[src/rtl/scan_loader.sv]
// Scan-chain loader: takes L words of B bits over valid/ready and shifts them MSB first with a
// registered clk/2 scan clock. Optional readback of the old chain contents: SCAN_LOADER_READBACK_EN.
module scan_loader #(
  parameter int L = 8,
  parameter int B = 8
) (
  input  logic         clk,
  input  logic         rst,
  input  logic         start,
  input  logic         wr_valid,
  output logic         wr_ready,
  input  logic [B-1:0] wr_data,
  output logic         scan_clk,
  output logic         scan_d,
`ifdef SCAN_LOADER_READBACK_EN
  input  logic         scan_q,
  output logic [B-1:0] rb_data,
  output logic         rb_valid,
`endif
  output logic         busy,
  output logic         done
);

  localparam int BW = (B > 1) ? $clog2(B) : 1;
  localparam int WW = (L > 1) ? $clog2(L) : 1;

  typedef enum logic [2:0] {S_IDLE, S_WAIT, S_LO, S_HI, S_DONE} state_t;

  state_t        state, state_next;
  logic [B-1:0]  shreg, shreg_shl;
  logic [BW-1:0] bit_cnt;
  logic [WW-1:0] word_cnt;
  logic          last_bit, last_word;

  assign shreg_shl = shreg << 1;
  assign last_bit  = (bit_cnt == BW'(B - 1));
  assign last_word = (word_cnt == WW'(L - 1));

  // NOTE: every output of this block gets a default first, so no path can infer a latch.
  always_comb begin
    state_next = state;
    wr_ready   = 1'b0;
    busy       = 1'b1;
    done       = 1'b0;
    case (state)
      S_IDLE: begin
        busy = 1'b0;
        if (start) state_next = S_WAIT;
      end
      S_WAIT: begin
        wr_ready = 1'b1;
        if (wr_valid) state_next = S_LO;
      end
      S_LO: state_next = S_HI;
      S_HI: begin
        if (!last_bit)      state_next = S_LO;
        else if (last_word) state_next = S_DONE;
        else                state_next = S_WAIT;
      end
      S_DONE: begin
        done       = 1'b1;
        state_next = S_IDLE;
      end
      default: state_next = S_IDLE;
    endcase
  end

  // NOTE: state is updated with non-blocking assignments so every register samples pre-edge values.
  always_ff @(posedge clk or posedge rst) begin
    if (rst) begin
      state    <= S_IDLE;
      shreg    <= '0;
      bit_cnt  <= '0;
      word_cnt <= '0;
      scan_clk <= 1'b0;
      scan_d   <= 1'b0;
    end else begin
      state <= state_next;
      case (state)
        S_IDLE: if (start) word_cnt <= '0;
        S_WAIT: begin
          if (wr_valid) begin
            shreg   <= wr_data;
            bit_cnt <= '0;
            scan_d  <= wr_data[B-1];
          end
        end
        S_LO: scan_clk <= 1'b1;
        S_HI: begin
          scan_clk <= 1'b0;
          if (!last_bit) begin
            shreg   <= shreg_shl;
            bit_cnt <= bit_cnt + BW'(1);
            scan_d  <= shreg_shl[B-1];
          end else if (!last_word) begin
            word_cnt <= word_cnt + WW'(1);
          end
        end
        default: ;
      endcase
    end
  end

`ifdef SCAN_LOADER_READBACK_EN
  logic [B-1:0] cap, cap_next;

  // Sampled on the LO->HI edge, i.e. before the chain shifts on the scan_clk rise.
  assign cap_next = (cap << 1) | B'(scan_q);

  always_ff @(posedge clk or posedge rst) begin
    if (rst) begin
      cap      <= '0;
      rb_data  <= '0;
      rb_valid <= 1'b0;
    end else begin
      rb_valid <= 1'b0;
      if (state == S_LO) begin
        cap <= cap_next;
        if (last_bit) begin
          rb_data  <= cap_next;
          rb_valid <= 1'b1;
        end
      end
    end
  end
`endif

endmodule
[config.mk]
export PLATFORM = sky130hd
export DESIGN_NAME = scan_loader
export DESIGN_NICKNAME = d
export VERILOG_FILES = /design/src/rtl/scan_loader.sv
export SDC_FILE = /design/constraint.sdc
export NUM_CORES = 1
export LEC_CHECK = 0
export CORE_ASPECT_RATIO = 0.8
export CORE_UTILIZATION = 51
export CTS_CLUSTER_DIAMETER = 60
export DETAILED_ROUTE_END_ITERATION = 7
export PLACE_DENSITY = 0.75
export SYNTH_ARGS = -nofsm -noshare
export SYNTH_HDL_FRONTEND = slang
export SYNTH_SLANG_ARGS = --single-unit
[constraint.sdc]
create_clock -name clk -period 2 [get_ports clk]
set_input_delay 0.4 -clock clk [delete_from_list [all_inputs] [get_ports clk]]
set_output_delay 0.4 -clock clk [all_outputs]
set_load 0.01 [all_outputs]
==> impl_metrics.ini <==
[cts]
cts_num_sinks = 18
root_buffer = clkbuf_4
clk_path_buf_depth = 2
h-tree-depth = 1
clock_latency_ps = 290
clk_pin_slew_worst_paths_ps = 100
cts_tree = built
cts_buffers = 3
cts_setup_buffers = 0

[critical_path]
critPathMaxFanout = 5
cp_data_required_time_ps = 1600
arrival_ps = 1510
cp-start-kind = register
crit_path_end_kind = primary output
crit_type = reg -> out

[logic_synthesis]
synth_cells = 88
synth_area_sq_um = 1010
syn_avg_cell_area_sq_um = 11.5
synthArstFlopShare_pct = 100
synth-edff-count = 0
synth_cell_types = 32
syn_nets = 104
ys_ff_latch = 18
synthFlopType = dfrtp_1
ys_warn_count = 0
seq_area_frac_synth_pct = 44.4

[layout]
layout_common_cells = dfrtp_1 (17), clkdlybuf4s50_1 (14), inv_1 (8), mux2_2 (8), buf_4 (7)
final_util_pct = 67.2
final_area_sq_um = 1260
fin_nets = 127
antenna_cells = 0
area_delta_synth_final_pct = 24.2
layout-drive-gt1-share_pct = 28.2
final_common_cell = dfrtp_1
fillCellCount = 152
stdcell_count = 134

[global_routing]
met1_usage_pct = 24.8
grt_max_degree = 19
grt_pass1_vias = 695
antenna_found_initial = 0
top_usage_layer = met2
grtUsageTotal_pct = 19.9
grt_pass1_wl_mm = 3.02
grt_use_met3_pct = 7.69
grt_overflow = 0
grt_util_met2_pct = 32.1

[place]
dp_slack_ps = 161
io_buffers = 16
gp_congestion = 0.759
placed_cell_area_sq_um = 1220
dp.cells = 130
place_hpwl_mm = 1.39

[floorplan]
die_w_um = 51.9
start_util_pct = 54.1
die_height_um = 41.9
rows = 14
io_pins = 17
coreArea_sq_um = 1870
dieArea_sq_um = 2170

[status]
status = finished, final reports clean

[detailed_routing]
dr.pass1.iters = 4
postRouteAntennaNets = 0
drt-wirelength-per-cell_um = 13.5
vias_per_cell = 5.25
drt_iter0_drc = 10
drcViolationCount = 0
routed-via-count = 703
wl_mm = 1.80

[power_and_ir_drop]
switching_share_pct = 33.9
power.density_nw_per_um2 = 1460
p_leak_nw = 0.597
ir_worst_vdd_v = 0.000779
p_total_mw = 1.84
p_sw_mw = 0.623
p_seq_share_pct = 33.9
pwr-share-comb_pct = 54.4
p_int_mw = 1.22
clock_power_share_pct = 11.7

[timing]
post-route-min-period_ps = 1910
slew_headroom_pct = 75.3
grt_setup_unrepaired = false
setup_slack_ps = 87.0
finalCritPeriodShare_pct = 95.7
setup_viol = 0
skew_ps = 8.37
setup_tns_ps = 0
hold_viol = 0
worst_pin_slew_ps = 368
final-max-slew-violation-count = 0
fmax_ghz = 0.523
fin_hold_ws_ps = 415

[min_path]
hold_path.class = in -> async

[job]
drv_cap = 0
==> synth_stat cells (2+ instances only) <==
| library cell | instances | area, sq um |
|---|---|---|
| nor3b_1 | 2 | 15.0 |
| nand2_1 | 5 | 18.8 |
| buf_6 | 2 | 22.5 |
| inv_1 | 8 | 30.0 |
| or2b_1 | 2 | 15.0 |
| nor3_1 | 4 | 20.0 |
| ha_1 | 4 | 50.1 |
| mux2_4 | 6 | 90.1 |
| dfrtp_1 | 18 | 450 |
| mux2i_1 | 3 | 30.0 |
| o2bb2ai_1 | 2 | 17.5 |
| mux2_2 | 8 | 90.1 |
| nor2_1 | 3 | 11.3 |
| a21oi_1 | 3 | 15.0 |
==> routing by layer <==
layer	share of wire, %	wire length [um]
met5	0	0
met3	4.3	77
met2	47	852
met4	0.72	13
met1	48	859
==> final cells by class <==
cell class                 instances  area (sq um)  share of cell area [%]
multi-input combinational         57           498                    39.5
sequential                        18           452                    35.8
timing repair buffer              23           214                    17.0
clock buffer                       4          36.3                    2.88
inverter                           8          30.0                    2.38
tap                               24          30.0                    2.38
==> timing repair <==
action / CTS / global route
endpoints found under the setup margin: 1 / 1
hold buffers: 0 / 0
gates resized for setup: 2 / 1
==> power by group through the flow <==
stage,clock network [mW],logic [mW],registers (mW)
3_5_place_dp,0,1.02,0.631
5_1_grt,0.241,1.10,0.648
2_1_floorplan,0,0.788,0.611
3_3_place_gp,0,0.972,0.622
4_1_cts,0.226,1.01,0.627
6_report,0.216,1.00,0.623
==> state kept, by name, summed over array words and instances, names as in the netlist <==
name,count
state,3
scan_d,1
word_cnt,3
bit_cnt,3
scan_clk,1
shreg,7
==> worst max-delay path, cell delays in order (launching register included) <==
cell and delay, ps:
dfrtp_2 460, nor3b_1 200, clkdlybuf4s50_1 560
==> worst paths after layout <==
kind	cells after the start	endpoint	from	slack (ps)
max in group asynchronous	3	state[1]	rst	1380
hold / removal	3	bit_cnt[2]	rst	410
setup reg to reg	6	scan_d	bit_cnt[0]	190
min in group clk	2	scan_clk	scan_clk	500
hold reg to reg	2	scan_clk	scan_clk	500
setup / recovery	2	done	state[1]	90
==> kinds of logic after synthesis <==
| kind of cell | synth area share (%) |
|---|---|
| flops | 44.4 |
| mux | 20.7 |
| simple gates | 15.9 |
| buf+inv | 6.53 |
| compound gates | 7.52 |
| fa+ha+maj | 4.93 |
Note: power is estimated with default switching activity, not from simulation.
==> patch 1: new RTL, same settings <==
Re-encode `state_t` (5 states) as one-hot, 5 bits wide.
--- a/src/rtl/scan_loader.sv
+++ b/src/rtl/scan_loader.sv
@@ -26,3 +26,3 @@
 
-  typedef enum logic [2:0] {S_IDLE, S_WAIT, S_LO, S_HI, S_DONE} state_t;
+  typedef enum logic [4:0] {S_IDLE = 5'b00001, S_WAIT = 5'b00010, S_LO = 5'b00100, S_HI = 5'b01000, S_DONE = 5'b10000} state_t;
 
Function: no difference found for any inputs over 10 cycles, from zero or initial values and one cycle with rst high; not proved beyond that.
==> patch 1 against the unedited design <==
Global-route usage is 1.2 points higher; highest routed layer unchanged; clock skew is 0.0056 ns lower; design area is 9.4% higher; via count is 7.7% higher; worst setup slack worse by 0.017 ns; count of clock-buffer cells in the layout stayed put; sequential cell count is 2 higher; synthesized area is 6.7% higher; first-iteration DRC count stayed put; sequential power hardly changed; routed wire length is 16% higher; non-clock buffer count is 4 higher; total power is 24% lower.
==> patch 1: results (changes against the unedited design) <==
| Metric | Value |
|---|---|
| Status | finished, final reports clean |
| Area of the multi-input gates | 563 um^2 (+13%) |
| R2R cell count | 7 (+1) |
| WP data arrival | 2.12 ns (+0.61 ns) |
| Pleak | 0.637 nW (+6.8%) |
| Commonest cells post-synth | 19 x dfrtp_1, 9 x mux2_2, 9 x nor2_1 |
| Delay-heaviest family, CP | multiplexers |
| Int Power | 0.000958 W (-21%) |
| First-pass GRT wire length | 3.42 mm (+13%) |
| Reg2reg setup slack | 0.07 ns (-0.12 ns) |
| Post-synthesis sequential area ratio | 0.464 (+0.0197) |
| Max Clk Rate | 518 MHz (-0.89%) |
| Global Route met2 Usage | 0.348 (+0.0270) |
| Fill count | 151 (-0.66%) |
| Seq power | 0.000624 W (about the same) |
| Gr usage total | 0.211 (+0.0123) |
| Post-CTS setup buffer count | 1 (+1) |
| Synth cell types | 25 (-22%) |
| Largest net degree at the start of global routing | 21 (+2) |
| Maximum vdd drop | 0.879 mV (+13%) |
| Share of layout cells above drive strength 1 | 0.347 (+0.0656) |
| Nets | 135 (+6.3%) |
| Routed wire per std cell | 14.7 um (+9.1%) |
| Post-Route Skew | 0.00278 ns (-0.00559 ns) |
| RR Endpoint | shreg[3]$_DFFE_PP0P_ |
| Met3 Use GR | 0.0573 (-0.0196) |
| Clk. pwr | 0.000198 W (-8%) |
| Syn nets | 106 (+1.9%) |
| FF-to-FF Start | bit_cnt[1]$_DFFE_PP0P_ |
| Worst Setup End Kind | register |
| Met3 Wirelength | 95 um (+23%) |
| Final wirelength | 2.09 mm (+16%) |
| Metal2 WL | 1.03 mm (+21%) |
| Final RePlAce weighted congestion | 0.804 (+5.9%) |
| Metal1 wirelength | 933 um (+8.6%) |
| P_comb | 0.000585 W (-42%) |
| Inst Count DP | 134 (+3.1%) |
| Worst path max stage delay | 0.43 ns (-0.13 ns) |
| Post-CTS sizing | 5 (+3) |
patch 1: cell types whose count changed in the layout (fill, tap and decap cells not counted), sizes merged, moves of 3 or more:
| cell | unedited run | this run |
|---|---|---|
| a21oi | 4 | 0 |
| buf | 7 | 11 |
| mux2 | 14 | 17 |
| nand3 | 0 | 4 |
| nor2 | 3 | 9 |
| nor3 | 4 | 1 |
| o21ai | 1 | 6 |
patch 1: cell families (layout without fill, tap and decap cells):
kind of cell,after synthesis,count (layout),share of synthesized area
mux,19,19,0.223
buf+inv,9,37,0.0520
xor+xnor,1,1,0.00809
fa+ha+maj,4,4,0.0462
compound gates,7,7,0.0347
flops,20,20,0.464
simple gates,30,30,0.172
patch 1: layout make-up:
cell class              count  area share
well taps                  24      0.0218
multi-input cells          61       0.408
flip-flops and latches     20       0.364
clock buffers               4      0.0191
inverters                   6      0.0163
repair buffers             27       0.171
==> patch 2: new RTL, config.mk and constraints unchanged <==
Made on the original files. Add a define of `SCAN_LOADER_READBACK_EN`.
--- a/src/rtl/scan_loader.sv
+++ b/src/rtl/scan_loader.sv
@@ -2,2 +2,4 @@
 // registered clk/2 scan clock. Optional readback of the old chain contents: SCAN_LOADER_READBACK_EN.
+`define SCAN_LOADER_READBACK_EN
+
 module scan_loader #(
Ports: changed (added rb_data, rb_valid and scan_q); port bits go from 17 to 27. The function was not compared with the original's and may differ.
==> patch 2 against the unedited design <==
Sequential cell count increased by 16; utilization grew 0.17 points; synthesized area up 65%; routed wire length increased by 53%; design area up 66%; worst hold slack gained 0.095 ns; worst setup slack improved by 0.017 ns; total power increased by 73%; largest power group unchanged.
==> patch 2: results (changes against the unedited design) <==
| Metric | Value |
|---|---|
| Synth Area in Compound Gates | 0.0285 (-0.0468) |
| CTS root buf | clkbuf_8 |
| Post-route insts no fill | 197 (+47%) |
| Final wirelength | 2.77 mm (+53%) |
| TritonCTS buffer count | 5 (+2) |
| First-iteration detailed-routing DRC count | 43 (+33) |
| CP max FO | 6 (+1) |
| Vias in the first global route | 928 (+34%) |
| Htree depth | 2 (+1) |
| Post-Route Skew | 0.00180 ns (-0.00657 ns) |
| Syn nets | 138 (+33%) |
| Adder-Cell Fraction of Synth Area | 0.0375 (-0.0119) |
| Tightest Pin Transition | 0.421 ns (+0.0534 ns) |
| Largest net degree at the start of global routing | 35 (+16) |
| Dpl hpwl | 1.99 mm (+43%) |
| First-pass GRT wire length | 4.52 mm (+50%) |
| Final RePlAce weighted congestion | 0.815 (+7.4%) |
| Status | finished, final reports clean |
| Nets | 174 (+37%) |
| Gr usage total | 0.187 (-0.0119) |
| Seq power | 0.00115 W (+85%) |
| Clk slew on worst S/H paths | 0.07 ns (-0.03 ns) |
| Final clock period utilization by the worst path | 0.948 (-0.00845) |
| Setup crit end | busy |
| Hold Worst Slack | 0.509 ns (+0.0946 ns) |
| Pleak | 0.989 nW (+66%) |
| Via count | 1005 (+43%) |
| Post-Syn Area per Cell | 13.9 um^2 (+21%) |
| Setup WS pre-CTS | 0.111 ns (-0.0500 ns) |
| Commonest cells post-synth | 34 x dfrtp_1, 16 x mux2_4, 10 x mux2_2 |
| Maximum vdd drop | 0.767 mV (-1.5%) |
| Post-synthesis sequential area ratio | 0.509 (+0.0655) |
| IO buf count | 26 (+10) |
| Int Power | 0.00220 W (+81%) |
| Top Registers | rb_data: 8 flops, cap: 7 flops, shreg: 7 flops |
| Crit path from | state[2]$_DFFE_PP0P_ |
| Post-DP Area | 1980 um^2 (+62%) |
| Share of layout cells above drive strength 1 | 0.312 (+0.0303) |
| Mux contribution to synthesized area | 0.275 (+0.0678) |
| Reg2reg setup slack | 0.19 ns (about the same) |
| Switching pwr | 0.000976 W (+57%) |
| Synth cell types | 30 (-6.3%) |
| Inst Count DP | 189 (+45%) |
patch 2: changes by cell type after synthesis, sizes merged, moves of 3 or more:
cell / before / now
buf: 3 / 6
dfrtp: 18 / 34
mux2: 14 / 31
nor3: 4 / 1
patch 2: routing by layer:
metal  GRT usage  part of all wire  vias up
li1            -                 -      485
met1       0.251              0.49      493
met2       0.264              0.46       25
met3      0.0797             0.050        2
met4      0.0745            0.0072        0
met5           0                 0        -
patch 2: area by class of cell:
class | instances | area [um^2]
inverter | 7 | 26.3
multi-input combinational | 73 | 728
fill | 232 | 1010
clock buffer | 8 | 110
sequential | 34 | 852
tap | 40 | 50.0
timing repair buffer | 35 | 328
patch 2: repair_timing:
| item | CTS | global route |
|---|---|---|
| pin swaps | 0 | 0 |
| endpoints found under the setup margin | 2 | 1 |
| resized for setup | 3 | 1 |
| hold buffers | 0 | 0 |
| setup buffers | 0 | 0 |
patch 2: worst max-delay path: stages, from the launching register on:
cell,delay [ns]
dfrtp_2,0.45
or3_2,0.47
dlygate4sd2_1,0.29
